## config.mk

```make
export PLATFORM = sky130hd
export DESIGN_NAME = avm_burst_arbiter
export DESIGN_NICKNAME = d
export VERILOG_FILES = /design/src/rtl/avm_arb_pkg.sv /design/src/rtl/avm_rd_tracker.sv /design/src/rtl/avm_burst_arbiter.sv
export SDC_FILE = /design/constraint.sdc
export NUM_CORES = 1
export LEC_CHECK = 0
export ABC_AREA = 1
export BUFFER_PORTS_ARGS = -buffer_cell sky130_fd_sc_hd__buf_4
export CAP_MARGIN = 15
export CORE_MARGIN = 4
export CORE_UTILIZATION = 45
export CTS_CLUSTER_SIZE = 40
export DETAILED_ROUTE_END_ITERATION = 10
export GPL_ROUTABILITY_DRIVEN = 0
export PLACE_DENSITY = 0.86
export SLEW_MARGIN = 20
export SYNTH_ARGS = -nofsm -noshare
export SYNTH_HDL_FRONTEND = slang
export SYNTH_SLANG_ARGS = --single-unit
```

## constraint.sdc

```tcl
create_clock -name clk -period 3.2 [get_ports clk]
set_input_delay 0.16 -clock clk [delete_from_list [all_inputs] [get_ports clk]]
set_output_delay 0.16 -clock clk [all_outputs]
set_load 0.005 [all_outputs]
```

## src/rtl/avm_arb_pkg.sv

```systemverilog
// Shared state encoding and sizing constants for the Avalon-MM burst arbiter.
package avm_arb_pkg;

   typedef enum logic [1:0] {
      ST_IDLE    = 2'd0,
      ST_GRANTED = 2'd1,
      ST_BURST   = 2'd2
   } arb_state_t;

   localparam int PORT_ID_W = 1;

   // A tracker entry is {port, remaining beats}.
   function automatic int trk_entry_w(input int burst_w);
      return PORT_ID_W + burst_w;
   endfunction

endpackage

```

## src/rtl/avm_rd_tracker.sv

```systemverilog
// Read-return tracker: FIFO of {port, remaining beats} for outstanding read bursts.
// The head count decrements on every returned beat and the entry pops on its last beat.
module avm_rd_tracker
   import avm_arb_pkg::*;
#(
   parameter int BURST_W = 8,
   parameter int DEPTH   = 4
) (
   input  logic                 clk,
   input  logic                 reset,
   input  logic                 push,
   input  logic [PORT_ID_W-1:0] push_port,
   input  logic [BURST_W-1:0]   push_count,
   input  logic                 beat,
   output logic                 full,
   output logic                 empty,
   output logic [PORT_ID_W-1:0] head_port
);

   localparam int ENTRY_W = trk_entry_w(BURST_W);
   localparam int PTR_W   = $clog2(DEPTH);

   logic [ENTRY_W-1:0] mem [DEPTH];
   logic [PTR_W-1:0]   rd_ptr;
   logic [PTR_W-1:0]   wr_ptr;
   logic [PTR_W:0]     count;
   logic [BURST_W-1:0] head_remaining;
   logic               pop;
   logic               do_push;

   assign empty          = (count == '0);
   assign full           = (count == (PTR_W+1)'(DEPTH));
   assign head_port      = mem[rd_ptr][ENTRY_W-1 -: PORT_ID_W];
   assign head_remaining = mem[rd_ptr][BURST_W-1:0];
   assign pop            = beat && !empty && (head_remaining <= BURST_W'(1));
   // A full tracker may still accept a push when its head retires in the same cycle.
   assign do_push        = push && (!full || pop);

   always_ff @(posedge clk) begin
      if (reset) begin
         rd_ptr <= '0;
         wr_ptr <= '0;
         count  <= '0;
      end else begin
         if (beat && !empty && !pop)
            mem[rd_ptr][BURST_W-1:0] <= head_remaining - 1'b1;
         if (do_push) begin
            mem[wr_ptr] <= {push_port, (push_count == '0) ? BURST_W'(1) : push_count};
            wr_ptr      <= wr_ptr + 1'b1;
         end
         if (pop)
            rd_ptr <= rd_ptr + 1'b1;
         count <= count + (PTR_W+1)'(do_push) - (PTR_W+1)'(pop);
      end
   end

endmodule

```

## src/rtl/avm_burst_arbiter.sv

```systemverilog
// Shares one Avalon-MM bursting master between two requesters; writes hold the grant per burst.
// Round-robin by default; define AVM_ARB_FIXED_PRIO_EN to make port 0 win every contest.
module avm_burst_arbiter
   import avm_arb_pkg::*;
#(
   parameter int ADDR_W    = 25,
   parameter int DATA_W    = 16,
   parameter int BURST_W   = 8,
   parameter int TRK_DEPTH = 4
) (
   input  logic               clk,
   input  logic               reset,
   input  logic [ADDR_W-1:0]  s0_addr,
   input  logic               s0_write,
   input  logic               s0_read,
   input  logic [DATA_W-1:0]  s0_wdata,
   input  logic [BURST_W-1:0] s0_burstcount,
   output logic               s0_waitrequest,
   output logic [DATA_W-1:0]  s0_readdata,
   output logic               s0_readdatavalid,
   input  logic [ADDR_W-1:0]  s1_addr,
   input  logic               s1_write,
   input  logic               s1_read,
   input  logic [DATA_W-1:0]  s1_wdata,
   input  logic [BURST_W-1:0] s1_burstcount,
   output logic               s1_waitrequest,
   output logic [DATA_W-1:0]  s1_readdata,
   output logic               s1_readdatavalid,
   output logic [ADDR_W-1:0]  avm_addr,
   output logic [DATA_W-1:0]  avm_wdata,
   output logic [BURST_W-1:0] avm_burstcount,
   output logic               avm_write,
   output logic               avm_read,
   input  logic               avm_waitrequest,
   input  logic [DATA_W-1:0]  avm_readdata,
   input  logic               avm_readdatavalid,
   output logic               err_orphan_rdata
);

   arb_state_t             state;
   logic [PORT_ID_W-1:0]   grant;
   logic [PORT_ID_W-1:0]   last_grant;
   logic [PORT_ID_W-1:0]   winner;
   logic [BURST_W-1:0]     beat_cnt;
   logic                   trk_full;
   logic                   trk_empty;
   logic [PORT_ID_W-1:0]   trk_head;
   logic                   elig0;
   logic                   elig1;
   logic                   g_write;
   logic                   g_read;
   logic [BURST_W-1:0]     g_bc;
   logic                   accept_wr;
   logic                   accept_rd;

   // A read is only worth granting if the tracker has room to record its return.
   assign elig0 = s0_write || (s0_read && !trk_full);
   assign elig1 = s1_write || (s1_read && !trk_full);

   always_comb begin
      winner = '0;
`ifdef AVM_ARB_FIXED_PRIO_EN
      winner = elig0 ? PORT_ID_W'(0) : PORT_ID_W'(1);
`else
      if (elig0 && elig1)
         winner = ~last_grant;
      else
         winner = elig1;
`endif
   end

   assign g_write        = grant[0] ? s1_write      : s0_write;
   assign g_read         = grant[0] ? s1_read       : s0_read;
   assign g_bc           = grant[0] ? s1_burstcount : s0_burstcount;
   assign avm_addr       = grant[0] ? s1_addr       : s0_addr;
   assign avm_wdata      = grant[0] ? s1_wdata      : s0_wdata;
   assign avm_burstcount = g_bc;
   assign avm_write      = (state != ST_IDLE) && g_write;
   assign avm_read       = (state == ST_GRANTED) && g_read;
   assign accept_wr      = avm_write && !avm_waitrequest;
   assign accept_rd      = avm_read && !avm_waitrequest;

   assign s0_waitrequest = (state == ST_IDLE) || grant[0]  || avm_waitrequest;
   assign s1_waitrequest = (state == ST_IDLE) || !grant[0] || avm_waitrequest;

   assign s0_readdata      = avm_readdata;
   assign s1_readdata      = avm_readdata;
   assign s0_readdatavalid = avm_readdatavalid && !trk_empty && (trk_head == PORT_ID_W'(0));
   assign s1_readdatavalid = avm_readdatavalid && !trk_empty && (trk_head == PORT_ID_W'(1));

   avm_rd_tracker #(
      .BURST_W (BURST_W),
      .DEPTH   (TRK_DEPTH)
   ) u_tracker (
      .clk        (clk),
      .reset      (reset),
      .push       (accept_rd),
      .push_port  (grant),
      .push_count (g_bc),
      .beat       (avm_readdatavalid),
      .full       (trk_full),
      .empty      (trk_empty),
      .head_port  (trk_head)
   );

   // Arbitration FSM: reads and single-beat writes release at once, longer writes hold via BURST.
   always_ff @(posedge clk) begin
      if (reset) begin
         state      <= ST_IDLE;
         grant      <= '0;
         last_grant <= PORT_ID_W'(1);
         beat_cnt   <= '0;
      end else begin
         unique case (state)
            ST_IDLE: begin
               if (elig0 || elig1) begin
                  grant <= winner;
                  state <= ST_GRANTED;
               end
            end
            ST_GRANTED: begin
               if (accept_rd) begin
                  last_grant <= grant;
                  state      <= ST_IDLE;
               end else if (accept_wr) begin
                  if (g_bc <= BURST_W'(1)) begin
                     last_grant <= grant;
                     state      <= ST_IDLE;
                  end else begin
                     beat_cnt <= g_bc - 1'b1;
                     state    <= ST_BURST;
                  end
               end else if (!g_write && !g_read) begin
                  state <= ST_IDLE;
               end
            end
            ST_BURST: begin
               if (accept_wr) begin
                  if (beat_cnt == BURST_W'(1)) begin
                     last_grant <= grant;
                     state      <= ST_IDLE;
                  end else begin
                     beat_cnt <= beat_cnt - 1'b1;
                  end
               end
            end
            default: state <= ST_IDLE;
         endcase
      end
   end

   // Return data with nothing outstanding is dropped and flagged until the next reset.
   always_ff @(posedge clk) begin
      if (reset)
         err_orphan_rdata <= 1'b0;
      else if (avm_readdatavalid && trk_empty)
         err_orphan_rdata <= 1'b1;
   end

endmodule

```

* Yosys cells after proc, flatten, opt, wreduce, memory -nomap -nowiden *
Memory sizes are Yosys's and may differ from the RTL's. A register that Yosys moved wholly into a read port is not among the register bits.
Cells that the tools add are included.

word-level totals
  bits in registers = 20
  bits in writable memories = 36
  input bits = 122
  output and inout port bits = 88
  word-level logic and storage cells = 108
  memories kept = 1

memory list
  name           depth  width  read ports  clocked after Yosys merged registers in  write ports  line                  text
  u_tracker.mem  4      9      1           1                                        2            avm_rd_tracker.sv:23  logic [ENTRY_W-1:0] mem [DEPTH];

operators by class
  add/subtract/negate cells = 7
  $lt $le $gt $ge = 2
  equality and inequality tests = 14
  muxes and demuxes = 35
  bitwise logic cells = 2
  reductions and logical operators = 39

operator list
  operator             count
  $mux 8               7
  $mux 25              1
  $sub 8x1->8 const B  3
  $mux 2               9
  $le 8x1->1 const B   2
  $mux 16              1
  $pmux 8 s2           1
  $logic_and 1x1->1    15
  $mux 1               14
  $ne 2x2->1 const B   6
  $eq 8x1->1 const B   1
  $logic_not 8->1      1
  $logic_or 1x1->1     8
  $logic_not 1->1      7
  $pmux 2 s3           1
  $reduce_and 6->1     1
  $reduce_and 5->1     1
  $add 2x1->2 const B  2
  $ne 4x2->1 const B   1
  $reduce_and 4->1     1
  $reduce_bool 2->1    2
  $add 3x1->3          1
  $eq 3x3->1 const B   1
  $logic_not 3->1      1
  other kinds (10)     11

* Logic depth before layout (Yosys ltp) *
  word-level depth = 9
  gate-level depth with buffers = 17
  gate-level depth less buffers = 15

* Cells and area by module *
Synthesis repeated with hierarchy kept, for this count alone.

second synthesis, totals
  cells, all modules = 718
  area, all modules = 4,779.6 µm²

by module, submodules not included
  module             times used  cells an instance  area an instance (µm²)  seq. area each (µm²)
  avm_rd_tracker     1           320                2,702.6                 1,261.2
  avm_burst_arbiter  1           398                2,077.0                 260.2

* Worst setup path before layout *
No wires, ideal clock.

  path type = register to register
  from = register with a tool-made name
  to = register u_tracker.count[2]
  library setup time = 0.127 ns
  data arrival time = 2.537 ns
  required time = 3.073 ns
  slack = 0.535 ns
  cell stages (with the launch flop) = 18
  buffers on the path = 2
  clock period less this slack = 2.665 ns
  cell sequence = dfxtp_1 inv_2 buf_6 nand2_1 nand3_1 nand2_1 inv_1 ha_1 or2_2 nand2_1 nor2_2 nand3_4 a21oi_4 buf_4 ha_1 fa_1 xnor2_1 nor2_1

RTL lines
  element               line                  text
  end signal, assigned  avm_rd_tracker.sv:53  count <= count + (PTR_W+1)'(do_push) - (PTR_W+1)'(pop);
  end, declared         avm_rd_tracker.sv:26  logic [PTR_W:0] count;

==> metrics.txt <==
status completed; P_int 1.94 mW; Syn Inst Count 712; Yosys cell types 41; H-tree levels 3; routed length per instance 14.4 µm; compound-cell area share of the yosys netlist 6.01%; Total Wirelength 14,100 µm; CTS clk-pin slew, worst paths 0.07 ns; largest net degree at the start of global routing 48; simple logic cell fraction of the synthesized area 40.5%; Max-cap violations 0; CTS root buf clkbuf_8; post-cts sizing count 0; first-pass GRT wire length 22,700 µm; kind of critical path reg -> reg; Slew Limit Fails 0; crit-path leading delay family adder cells; multiplexer share of the synthesized area 0%; crit path buf inv count 3; fin crit share 88.1%; worst rel slew slack 54.6%; Placement Rows 37; Tmin final 2.82 ns; FMAX 355 MHz; TritonCTS buffer count 9; XOR/XNOR share of the synthesized area 2.03%; slowest cell on the critical path dfxtp_1; sequential share of the synthesized area 32.1%; grt total ovfl 0; Synth Area per Inst 6.67 µm²; CTS tree yes; CP most frequent cell ha_1; Setup Fix Bufs, Post-CTS 0; die width 111 µm; first-iteration detailed-routing DRC count 265; Core ar. 10,300 µm²; synthesized cell area 4750 µm²; Clock Path Buffers 2; placed wire-length estimate 11,200 µm; layout cell share with drive strength beyond 1 24.9%; full die area 12,300 µm²; Hold Buf Count CTS 0; crit end category register; pwr/cell area 526 nW/µm²; clock latency on the worst-skew pair 0.35 ns; worst hold margin 0.0914 ns; CP arrival 3.07 ns; nets@finish 979; Setup TNS 0 ns; Port Buffers 161; Synth Warn # 0; initial core utilization 46.2%; Routed Antenna Nets 0; number of I/O pins 210; flops & latches, synth 58; DIE HEIGHT 111 µm; RSZ-0062 raised after global routing no; switching share of power 39.0%; Reg power frac 29.2%; antenna violations before repair 2; CP peak stage delay 0.46 ns; final hold viol count 0; largest family of logic cells by synthesized area simple AND/OR/NAND/NOR gates; combinational share of power 48.0%; switching pwr 1.24 mW; Worst R2R Setup Slack 0.38 ns; DR vias/cell 5.13; GRT Util Overall 22.6%; DR pass1 iterations 5; kind of start point of the critical path register; Synthesized Nets 855; maximum vdd drop 0.000281 V; residual DRC count 0; worst endpoint required time 3.44 ns; Lkg Pwr 3.08 nW; Tightest Pin Transition 0.676 ns; vias in the first global route 4,956; HP Class in -> reg; critical path, cell by cell inv_2 -> nand2_1 -> nand3_1 -> nand2_1 -> inv_1 -> ha_1 -> or2_2 -> nand4_1 -> a2111oi_0 -> ha_1 -> inv_1 -> ha_1 -> fa_1 -> xnor2_1 -> nor2_1; Clock Power Share 22.8%; # setup viols final 0; skew final 0.0117 ns; Via Count 5,019; Adder-Cell Fraction of Synth Area 5.69%; Sinks on Clock Net 58; Area Overhead vs Synth 27.6%; CP Max Fanout 8
## worst reg2reg max path, delay by kind of cell, from the launching register on
family | cells | cell delay (ns)
compound gates | 1 | 0.06
xor+xnor | 1 | 0.20
fa+ha+maj | 4 | 1.07
buf+inv | 3 | 0.24
flops | 1 | 0.46
simple gates | 6 | 0.68
## cells by family after synthesis
group / Yosys count
buffers and inverters: 132
adders and majority gates: 21
DFF: 58
and+or+nand+nor: 440
xor gates and xnor gates: 11
AOI/OAI and AO/OA: 50
## sequential cells by signal, indices dropped and copies added, names as in the netlist, named ones only
name	cells
beat_cnt	8
err_orphan_rdata	1
grant	1
last_grant	1
state	2
u_tracker.count	3
u_tracker.mem	36
u_tracker.rd_ptr	2
u_tracker.wr_ptr	2
## cells in the final DEF, fill, tap and decap left out, types with 2 or more instances in the layout
master,instances
a21oi_1,16
buf_4,175
bufinv_16,2
clkbuf_8,9
clkinv_2,2
dfxtp_1,21
diode_2,2
edfxtp_1,36
ha_1,20
inv_1,66
inv_2,4
nand2_1,310
nand3_1,32
nand3_2,2
nand4_1,37
nand4_4,4
nor2_1,43
nor2_2,2
nor3_1,2
o21ai_0,17
o21ai_1,8
xnor2_1,7
xor2_1,4
## power groups by stage
stage | clock network [mW] | logic [mW] | registers, mW
after CTS | 0.729 | 1.53 | 0.928
after global placement | 0 | 1.50 | 0.941
after global routing | 0.769 | 1.73 | 0.938
after floorplan | 0 | 0.997 | 0.937
final | 0.727 | 1.53 | 0.928
after detailed placement | 0 | 1.51 | 0.944
## area by class of cell
cell class                      instances  area [µm²]
Tap cell                              136         170
Inverter                               70         263
Fill cell                             964        4220
Timing Repair Buffer                  175        1310
Sequential cell                        58        1520
Multi-Input combinational cell        522        2570
Clock inverter                          6        81.3
Antenna cell                            2        5.00
Clock buffer                           10         128
## stage by stage
stage / worst slack [ns] / std cells / total power [mW] / area [µm²] / utilization (%)
2_1_floorplan: 0.535 / 712 / 1.93 / 4750 / -
3_3_place_gp: 0.340 / 961 / 2.44 / 5840 / 56.9
3_5_place_dp: 0.192 / 961 / 2.46 / 5840 / 56.9
4_1_cts: 0.172 / 977 / 3.19 / 6050 / 58.9
5_1_grt: 0.0300 / 979 / 3.43 / 6060 / 58.9
6_report: 0.380 / 979 / 3.18 / 6060 / 58.9
## path summary, 6_finish.rpt
check,start,end,cells past startpoint
setup / recovery,register,u_tracker.count[2]$_SDFF_PP0_,15
hold / removal,reset,u_tracker.count[0]$_SDFF_PP0_,2
setup reg to reg,register,u_tracker.count[2]$_SDFF_PP0_,15
hold reg to reg,last_grant$_SDFFE_PP1P_,last_grant$_SDFFE_PP1P_,2
## cell usage after synthesis, drive strengths merged
cell type | count | area share [%]
a21oi | 17 | 2.0
clkbuf | 11 | 0.87
xor2 | 4 | 0.74
o21ai | 26 | 2.8
nor3 | 3 | 0.55
nand3b | 1 | 0.16
a22oi | 1 | 0.16
inv | 70 | 5.5
dfxtp | 22 | 9.3
or2 | 1 | 0.13
a2111oi | 1 | 0.18
a32oi | 1 | 0.18
o2111ai | 1 | 0.18
nor2 | 46 | 3.9
edfxtp | 36 | 23
o21a | 1 | 0.16
ha | 20 | 5.3
nand4 | 41 | 6.7
o21bai | 1 | 0.16
nand3 | 35 | 4.2
nand2 | 311 | 25
and2 | 1 | 0.13
fa | 1 | 0.42
nor4 | 1 | 0.13
a31oi | 1 | 0.13
buf | 51 | 7.3
xnor2 | 7 | 1.3
## routing by layer
metal	GRT usage, %	vias up	part of all wire, %
li1	-	2498	-
met5	0	-	0
met4	11.8	0	3.1
met3	4.86	32	8.1
met1	23.8	2271	36
met2	41.9	218	52
Note: power is estimated with default switching activity, not from simulation.
